--- src/rtl/irq_pkg.sv ---
// Shared constants for the interrupt controller: default source slots,
// index width, register-bus addresses and the fixed-priority encoder.
package irq_pkg;

  localparam int unsigned IDX_W    = 3;
  localparam int unsigned NSRC_MAX = 8;

  typedef enum logic [IDX_W-1:0] {
    SRC_VBL    = 3'd0,
    SRC_STAT   = 3'd1,
    SRC_TIMER  = 3'd2,
    SRC_SERIAL = 3'd3,
    SRC_JOYPAD = 3'd4
  } src_e;

  localparam logic [15:0] ADDR_IF = 16'hFF0F;
  localparam logic [15:0] ADDR_IE = 16'hFFFF;

  // Lowest set bit wins; an all-zero vector yields index 0.
  function automatic logic [IDX_W-1:0] lowest_set(input logic [NSRC_MAX-1:0] v);
    lowest_set = '0;
    for (int i = NSRC_MAX - 1; i >= 0; i--) begin
      if (v[i]) lowest_set = IDX_W'(i);
    end
  endfunction

endpackage

--- src/rtl/irq_debounce.sv ---
// Joypad debouncer: ORs the keys, samples them into a shift chain on each
// tick_en strobe and reports a stable level plus an ungated wake flag.
module irq_debounce
  import irq_pkg::*;
#(
  parameter int unsigned NKEY     = 4,
  parameter int unsigned DEBOUNCE = 4
) (
  input  logic            clk,
  input  logic            nreset,
  input  logic            tick_en,
  input  logic [NKEY-1:0] key,
  output logic            jp_lvl,
  output logic            wake
);

  logic                key_any;
  logic [DEBOUNCE-1:0] chain_q;

  assign key_any = |key;

  // NOTE: state registers use non-blocking assignments so every flop samples
  // pre-edge values; blocking here would let one stage race into the next.
  always_ff @(posedge clk or negedge nreset) begin
    if (!nreset) begin
      chain_q <= '0;
      wake    <= 1'b0;
    end else begin
      wake <= key_any;
      if (tick_en) chain_q <= {chain_q[DEBOUNCE-2:0], key_any};
    end
  end

  // Pressed only when both the newest and oldest samples agree.
  assign jp_lvl = chain_q[0] & chain_q[DEBOUNCE-1];

endmodule

--- src/rtl/irq_ctrl_n.sv ---
// Parametrised interrupt controller: IF/IE registers, rising-edge capture of
// peripheral levels and the debounced joypad, fixed priority and bus reads.
module irq_ctrl_n
  import irq_pkg::*;
#(
  parameter int unsigned NSRC       = 5,
  parameter int unsigned NKEY       = 4,
  parameter int unsigned JP_IDX     = SRC_JOYPAD,
  parameter int unsigned DEBOUNCE   = 4,
  parameter bit          UNUSED_ONE = 1'b1
) (
  input  logic             clk,
  input  logic             nreset,
  input  logic             tick_en,
  input  logic [NSRC-1:0]  src,
  input  logic [NKEY-1:0]  key,
  input  logic             wr_if,
  input  logic             wr_ie,
  input  logic             rd_if,
  input  logic             rd_ie,
  input  logic [7:0]       wdata,
  output logic [7:0]       rdata,
  input  logic             ack,
  input  logic [IDX_W-1:0] ack_idx,
  output logic             irq_req,
  output logic [IDX_W-1:0] irq_idx,
  output logic [NSRC-1:0]  irq_pend,
  output logic             wake
);

  localparam logic [7:0] SRC_MASK = 8'((9'd1 << NSRC) - 9'd1);
  localparam logic [7:0] IF_FILL  = UNUSED_ONE ? ~SRC_MASK : 8'h00;

  logic [NSRC-1:0] if_q, ie_q, src_q, if_next, edge_vec;
  logic            jp_lvl, jp_q;
  logic            rd_any, rd_q;
  logic            unused_wdata;

  assign unused_wdata = ^(wdata & ~SRC_MASK);

  irq_debounce #(
    .NKEY     (NKEY),
    .DEBOUNCE (DEBOUNCE)
  ) u_debounce (
    .clk     (clk),
    .nreset  (nreset),
    .tick_en (tick_en),
    .key     (key),
    .jp_lvl  (jp_lvl),
    .wake    (wake)
  );

  // NOTE: every variable driven here gets a default first, so no path can
  // leave it unassigned and infer a latch.
  always_comb begin
    edge_vec         = src & ~src_q;
    edge_vec[JP_IDX] = jp_lvl & ~jp_q;

    if_next = wr_if ? wdata[NSRC-1:0] : if_q;
    for (int i = 0; i < NSRC; i++) begin
      if (ack && ack_idx == IDX_W'(i)) if_next[i] = 1'b0;
    end
    // A fresh edge is ORed last so it survives a same-cycle clear.
    if_next = if_next | edge_vec;
  end

  always_ff @(posedge clk or negedge nreset) begin
    if (!nreset) begin
      src_q <= '0;
      jp_q  <= 1'b0;
      if_q  <= '0;
      ie_q  <= '0;
    end else begin
      src_q <= src;
      jp_q  <= jp_lvl;
      if_q  <= if_next;
      if (wr_ie) ie_q <= wdata[NSRC-1:0];
    end
  end

  assign irq_pend = if_q & ie_q;
  assign irq_req  = |irq_pend;
  assign irq_idx  = lowest_set(8'(irq_pend));

  // rdata is captured on the first enabled cycle and frozen while the
  // enable stays high, so a flag landing mid-read cannot tear the value.
  assign rd_any = rd_if | rd_ie;

  always_ff @(posedge clk or negedge nreset) begin
    if (!nreset) begin
      rd_q  <= 1'b0;
      rdata <= 8'h00;
    end else begin
      rd_q <= rd_any;
      if (!rd_any)   rdata <= 8'h00;
      else if (!rd_q) rdata <= rd_if ? (IF_FILL | 8'(if_q)) : 8'(ie_q);
    end
  end

endmodule

--- config.mk ---
export PLATFORM = sky130hd
export DESIGN_NAME = irq_ctrl_n
export DESIGN_NICKNAME = d
export VERILOG_FILES = /design/src/rtl/irq_pkg.sv /design/src/rtl/irq_debounce.sv /design/src/rtl/irq_ctrl_n.sv
export SDC_FILE = /design/constraint.sdc
export NUM_CORES = 1
export LEC_CHECK = 0
export BUFFER_PORTS_ARGS = -buffer_cell sky130_fd_sc_hd__buf_4
export CAP_MARGIN = 25
export CORE_MARGIN = 4
export CORE_UTILIZATION = 47
export DETAILED_ROUTE_END_ITERATION = 6
export PLACE_DENSITY = 0.82
export SKIP_CTS_REPAIR_TIMING = 1
export SYNTH_ARGS = -nofsm -noshare
export SYNTH_HDL_FRONTEND = slang
export SYNTH_HIERARCHICAL = 1
export SYNTH_SLANG_ARGS = --single-unit
--- constraint.sdc ---
create_clock -name clk -period 2.1 [get_ports clk]
set_clock_uncertainty 0.05 [all_clocks]
set_input_delay 0.42 -clock clk [delete_from_list [all_inputs] [get_ports clk]]
set_output_delay 0.42 -clock clk [all_outputs]
set_load 0.01 [all_outputs]
### Word level (Yosys, flattened, before mapping)

Cells that the tools add are included.

| word-level totals | value |
|---|---|
| register bits | 29 |
| bits in latches | 0 |
| RAM bits | 0 |
| memory bits (read-only) | 0 |
| bits of input ports | 28 |
| output and inout bits | 18 |
| logic and storage cells | 43 |
| memories kept | 0 |

| cells by class | value |
|---|---|
| $add $sub $neg | 0 |
| multipliers | 0 |
| divide/modulo/power cells | 0 |
| order comparisons | 0 |
| eq/ne operators | 5 |
| shift operators | 0 |
| multiplexer cells | 14 |
| bitwise logic cells | 8 |
| reductions and logical operators | 8 |

Operators with widths:

| cell | count |
|---|---|
| $mux 8 | 3 |
| $mux 3 | 5 |
| $eq 3x2->1 const B | 2 |
| $and 5x5->5 | 1 |
| $logic_and 1x1->1 | 5 |
| $mux 1 | 5 |
| $mux 5 | 1 |
| $or 5x5->5 | 1 |
| $reduce_or 5->1 | 1 |
| $and 4x4->4 | 1 |
| $not 4->4 | 1 |
| $reduce_or 4->1 | 1 |
| $eq 3x1->1 const B | 1 |
| $eq 3x3->1 const B | 1 |
| $logic_not 3->1 | 1 |
| $and 1x1->1 | 2 |
| $ne 2x2->1 const B | 1 |
| $not 1->1 | 1 |
| $or 1x1->1 | 1 |

### Depth between registers and ports, before layout

| logic depth | value |
|---|---|
| depth in word-level cells | 6 |
| mapped depth | 3 |
| gate-level depth less buffers | 3 |

### Hierarchy

The synthesis kept the hierarchy.

Modules (own cells, without submodules):

| module | instances | cells each | area each (sq um) | sequential area each (sq um) |
|---|---|---|---|---|
| irq_ctrl_n | 1 | 86 | 968.4 | 550.5 |
| irq_debounce | 1 | 11 | 191.4 | 125.1 |

### Worst setup path after synthesis

Ideal clock, no wire load.

| timing | value |
|---|---|
| kind | register to output |
| from | register if_q[1] |
| to | output irq_req |
| data arrival time | 1.276 ns |
| data required time | 1.630 ns |
| setup slack | 0.354 ns |
| stages on the path, launching flop included | 4 |
| buffers on the path | 0 |
| cell sequence | dfrtp_1 and2_4 or2_4 or4_4 |

| on the way | value |
|---|---|
| cells in the longest elaborated chain, start to end | 2 |

RTL lines:

| element | RTL line | text |
|---|---|---|
| start, declared | irq_ctrl_n.sv:34 | `logic [NSRC-1:0] if_q, ie_q, src_q, if_next, edge_vec;` |
| start signal, assigned | irq_ctrl_n.sv:76 | `if_q <= if_next;` |
| $and 5x5->5 | irq_ctrl_n.sv:81 | `assign irq_pend = if_q & ie_q;` |
| net irq_pend[1] | irq_ctrl_n.sv:27 | `output logic [NSRC-1:0] irq_pend,` |
| $reduce_or 5->1 | irq_ctrl_n.sv:82 | `assign irq_req = \|irq_pend;` |
| end, declared | irq_ctrl_n.sv:25 | `output logic irq_req,` |

The timed path passes the listed nets, and every way through them passes these cells.

### Worst setup path after layout

| timing | value |
|---|---|
| from | register ie_q[1] |
| to | output irq_req |

| on the way | value |
|---|---|
| cells in the longest elaborated chain, start to end | 2 |

RTL lines:

| element | RTL line | text |
|---|---|---|
| start, declared | irq_ctrl_n.sv:34 |  |
| start signal, assigned | irq_ctrl_n.sv:77 | `if (wr_ie) ie_q <= wdata[NSRC-1:0];` |
| $and 5x5->5 | irq_ctrl_n.sv:81 |  |
| $reduce_or 5->1 | irq_ctrl_n.sv:82 |  |

No other way between the ends.

==> flow_metrics.py <==
metrics = {
    "route": {
        "drt-initial-drc-count": 6,
        "wirelength_um": 2470,
        "vias": 912,
        "wl_per_cell_um": 14.5,
        "detail-route-antenna-nets": 0,
        "vias_per_cell": 5.33,
        "first_pass_iters": 4,
        "drc": 0,
    },
    "synth": {
        "synth-edff-count": 0,
        "synthFlopType": "dfrtp_1",
        "synth_seq_area_share_pct": 58.3,
        "synthMuxAreaShare_pct": 13.4,
        "synthSimpleGateAreaFrac_pct": 12.1,
        "yosys_warnings": 6,
        "synthAdderAreaFrac_pct": 0,
        "syn_area_sq_um": 1160,
        "syn_nets": 125,
        "postSynthRegisterBits": 27,
        "synth_xor_area_share_pct": 0,
        "async_flop_share_pct": 100,
        "avgSynthCellArea_sq_um": 12.0,
        "synth-compound-area-share_pct": 11.4,
        "synth_cells": 97,
        "synth_top_family_by_area": "multiplexers",
        "synth_cell_types": 25,
    },
    "pwr": {
        "switching_share_pct": 27.2,
        "leakagePower_nw": 0.753,
        "vdd_ir_drop_max_mv": 0.491,
        "powerDensity_nw_per_um2": 701,
        "combPwrFrac_pct": 24.8,
        "p_sw_mw": 0.295,
        "internal_power_mw": 0.789,
        "clockPowerShare_pct": 19.7,
        "power_mw": 1.08,
        "seqPwrFrac_pct": 55.5,
    },
    "floorplan": {
        "start_util_pct": 51.0,
        "die_x_um": 57.7,
        "num_rows": 17,
        "io_pins": 46,
        "die_h_um": 57.7,
        "die_area_sq_um": 3330,
        "core_sq_um": 2280,
    },
    "cells_and_area": {
        "syn2layout_area_growth_pct": 33.4,
        "final_cell_mix": "buf_4 (43), dfrtp_1 (27), inv_1 (10), o22ai_1 (10), mux2_2 (8)",
        "final_common_cell": "buf_4",
        "layout-drive-gt1-share_pct": 43.4,
        "utilization_pct": 68.0,
        "final_nets": 172,
        "stdcell_area_sq_um": 1550,
        "finalNonFillerCells": 171,
        "antennaDiodeCount": 0,
    },
    "worst_setup_path": {
        "crit_arrival_ps": 1700,
        "startpoint_type": "flop",
        "crit_path_end_kind": "primary output",
        "crit_type": "reg2out",
        "cp_data_required_time_ps": 1630,
        "worst-path-max-fanout": 3,
    },
    "placement": {
        "place_congestion": 0.801,
        "placed_area_sq_um": 1480,
        "io_buffers": 41,
        "dp.cells": 163,
        "detailed_place_hpwl_um": 1980,
        "preCtsSetupSlack_ps": 189,
    },
    "timing": {
        "rsz0062_at_grt": "true",
        "min_period_over_period_pct": 103,
        "slew_headroom_pct": 78.0,
        "max_freq_mhz": 460,
        "slew_violations": 0,
        "finalHoldViolations": 0,
        "finalCriticalPeriod_ps": 2170,
        "fin_ws_ps": -73.5,
        "finalSetupViolCount": 1,
        "tightest_slew_ps": 330,
    },
    "grt": {
        "grt_pass1_vias": 911,
        "grt_usage_pct": 15.0,
        "grt_max_degree": 28,
        "antenna_found_initial": 0,
        "grt-ovfl-total": 0,
        "grt_pass1_wl_um": 3930,
    },
    "clock_tree": {
        "cts_made_buffers": 3,
        "clkLatencyLatePin_ps": 320,
        "cts_tree": "yes",
        "clockBufferDepth": 2,
        "htreeDepth": 1,
        "cts_num_sinks": 27,
        "clk_pin_slew_worst_paths_ps": 130,
        "cts.root.buffer_cell": "clkbuf_4",
    },
    "hold_path": {
        "min_path_type": "in2reg",
    },
    "status": {
        "violations": "negative setup slack",
        "status": "finished, violations left",
    },
    "flow_run": {
        "drv_cap": 0,
    },
}
[metal layers]
layer	track usage, %	share of wire [%]	up-vias
li1	-	-	440
met1	17.7	41	439
met2	27.1	52	30
met3	4.45	6.7	3
met4	2.98	0.77	0
met5	0	0	-
[through the flow]
step | hold WS, ps | setup TNS (ps)
global placement | 293 | 0
floorplan | 74.4 | 0
global route | 134 | -176
detailed placement | 295 | 0
finish | 156 | -73.5
CTS | -75.5 | -193
[power by group through the flow]
| stage | Combinational, mW | Clock (mW) | Sequential, mW |
|---|---|---|---|
| detailed placement | 0.257 | 0 | 0.614 |
| global placement | 0.246 | 0 | 0.609 |
| floorplan | 0.120 | 0 | 0.610 |
| global route | 0.291 | 0.241 | 0.609 |
| finish | 0.269 | 0.214 | 0.602 |
| CTS | 0.257 | 0.227 | 0.603 |
[layout make-up]
cell class              instances  area [sq um]
well taps                      28          35.0
fillers                       174           728
clock inverters                 1          5.00
flip-flops and latches         27           676
clock buffers                   3          22.5
multi-input cells              57           428
repair buffers                 45           344
inverters                      10          37.5
[cell families after synthesis]
group | after synthesis
buffers and inverters | 13
flip-flops | 27
AND/OR/NAND/NOR | 20
multiplexers | 14
AO/OA/AOI/OAI | 23
[final timing paths]
path / startpoint / endpoint / slack, ps / cells after the start
max: ie_q[1] / irq_req / -70 / 4
min: src[2] / src_q[2] / 160 / 1
max reg2reg: rd_q / rdata[1] / 960 / 3
min reg2reg: src_q[1] / if_q[1] / 390 / 1
max in group asynchronous: nreset / ie_q[3] / 1280 / 2
min in group asynchronous: nreset / rdata[1] / 470 / 2
[worst max-delay path, stage by stage, from the launching register on]
cell	delay, ps
dfrtp_1	420
and2_4	170
or2_4	240
or4_4	420
buf_6	140
[Yosys cell counts, types with 2 or more instances]
cell type / count / share of area, %
dfrtp_1: 27 / 58
nand2_1: 5 / 1.6
mux2i_1: 5 / 4.3
o21ai_0: 5 / 2.2
o22ai_1: 10 / 5.4
or4_4: 2 / 1.9
buf_4: 2 / 1.3
a21oi_1: 6 / 2.6
mux2_2: 8 / 7.8
inv_1: 10 / 3.2
and2_4: 2 / 1.5
nor4bb_1: 2 / 1.7
[flip-flops by register name (all words and copies together) (netlist names)]
signal and count:
rdata 6, ie_q 5, if_q 5, src_q 4
u_debounce/chain_q 4, jp_q 1, rd_q 1, u_debounce/wake 1
Power figures use the tool's default switching activity.
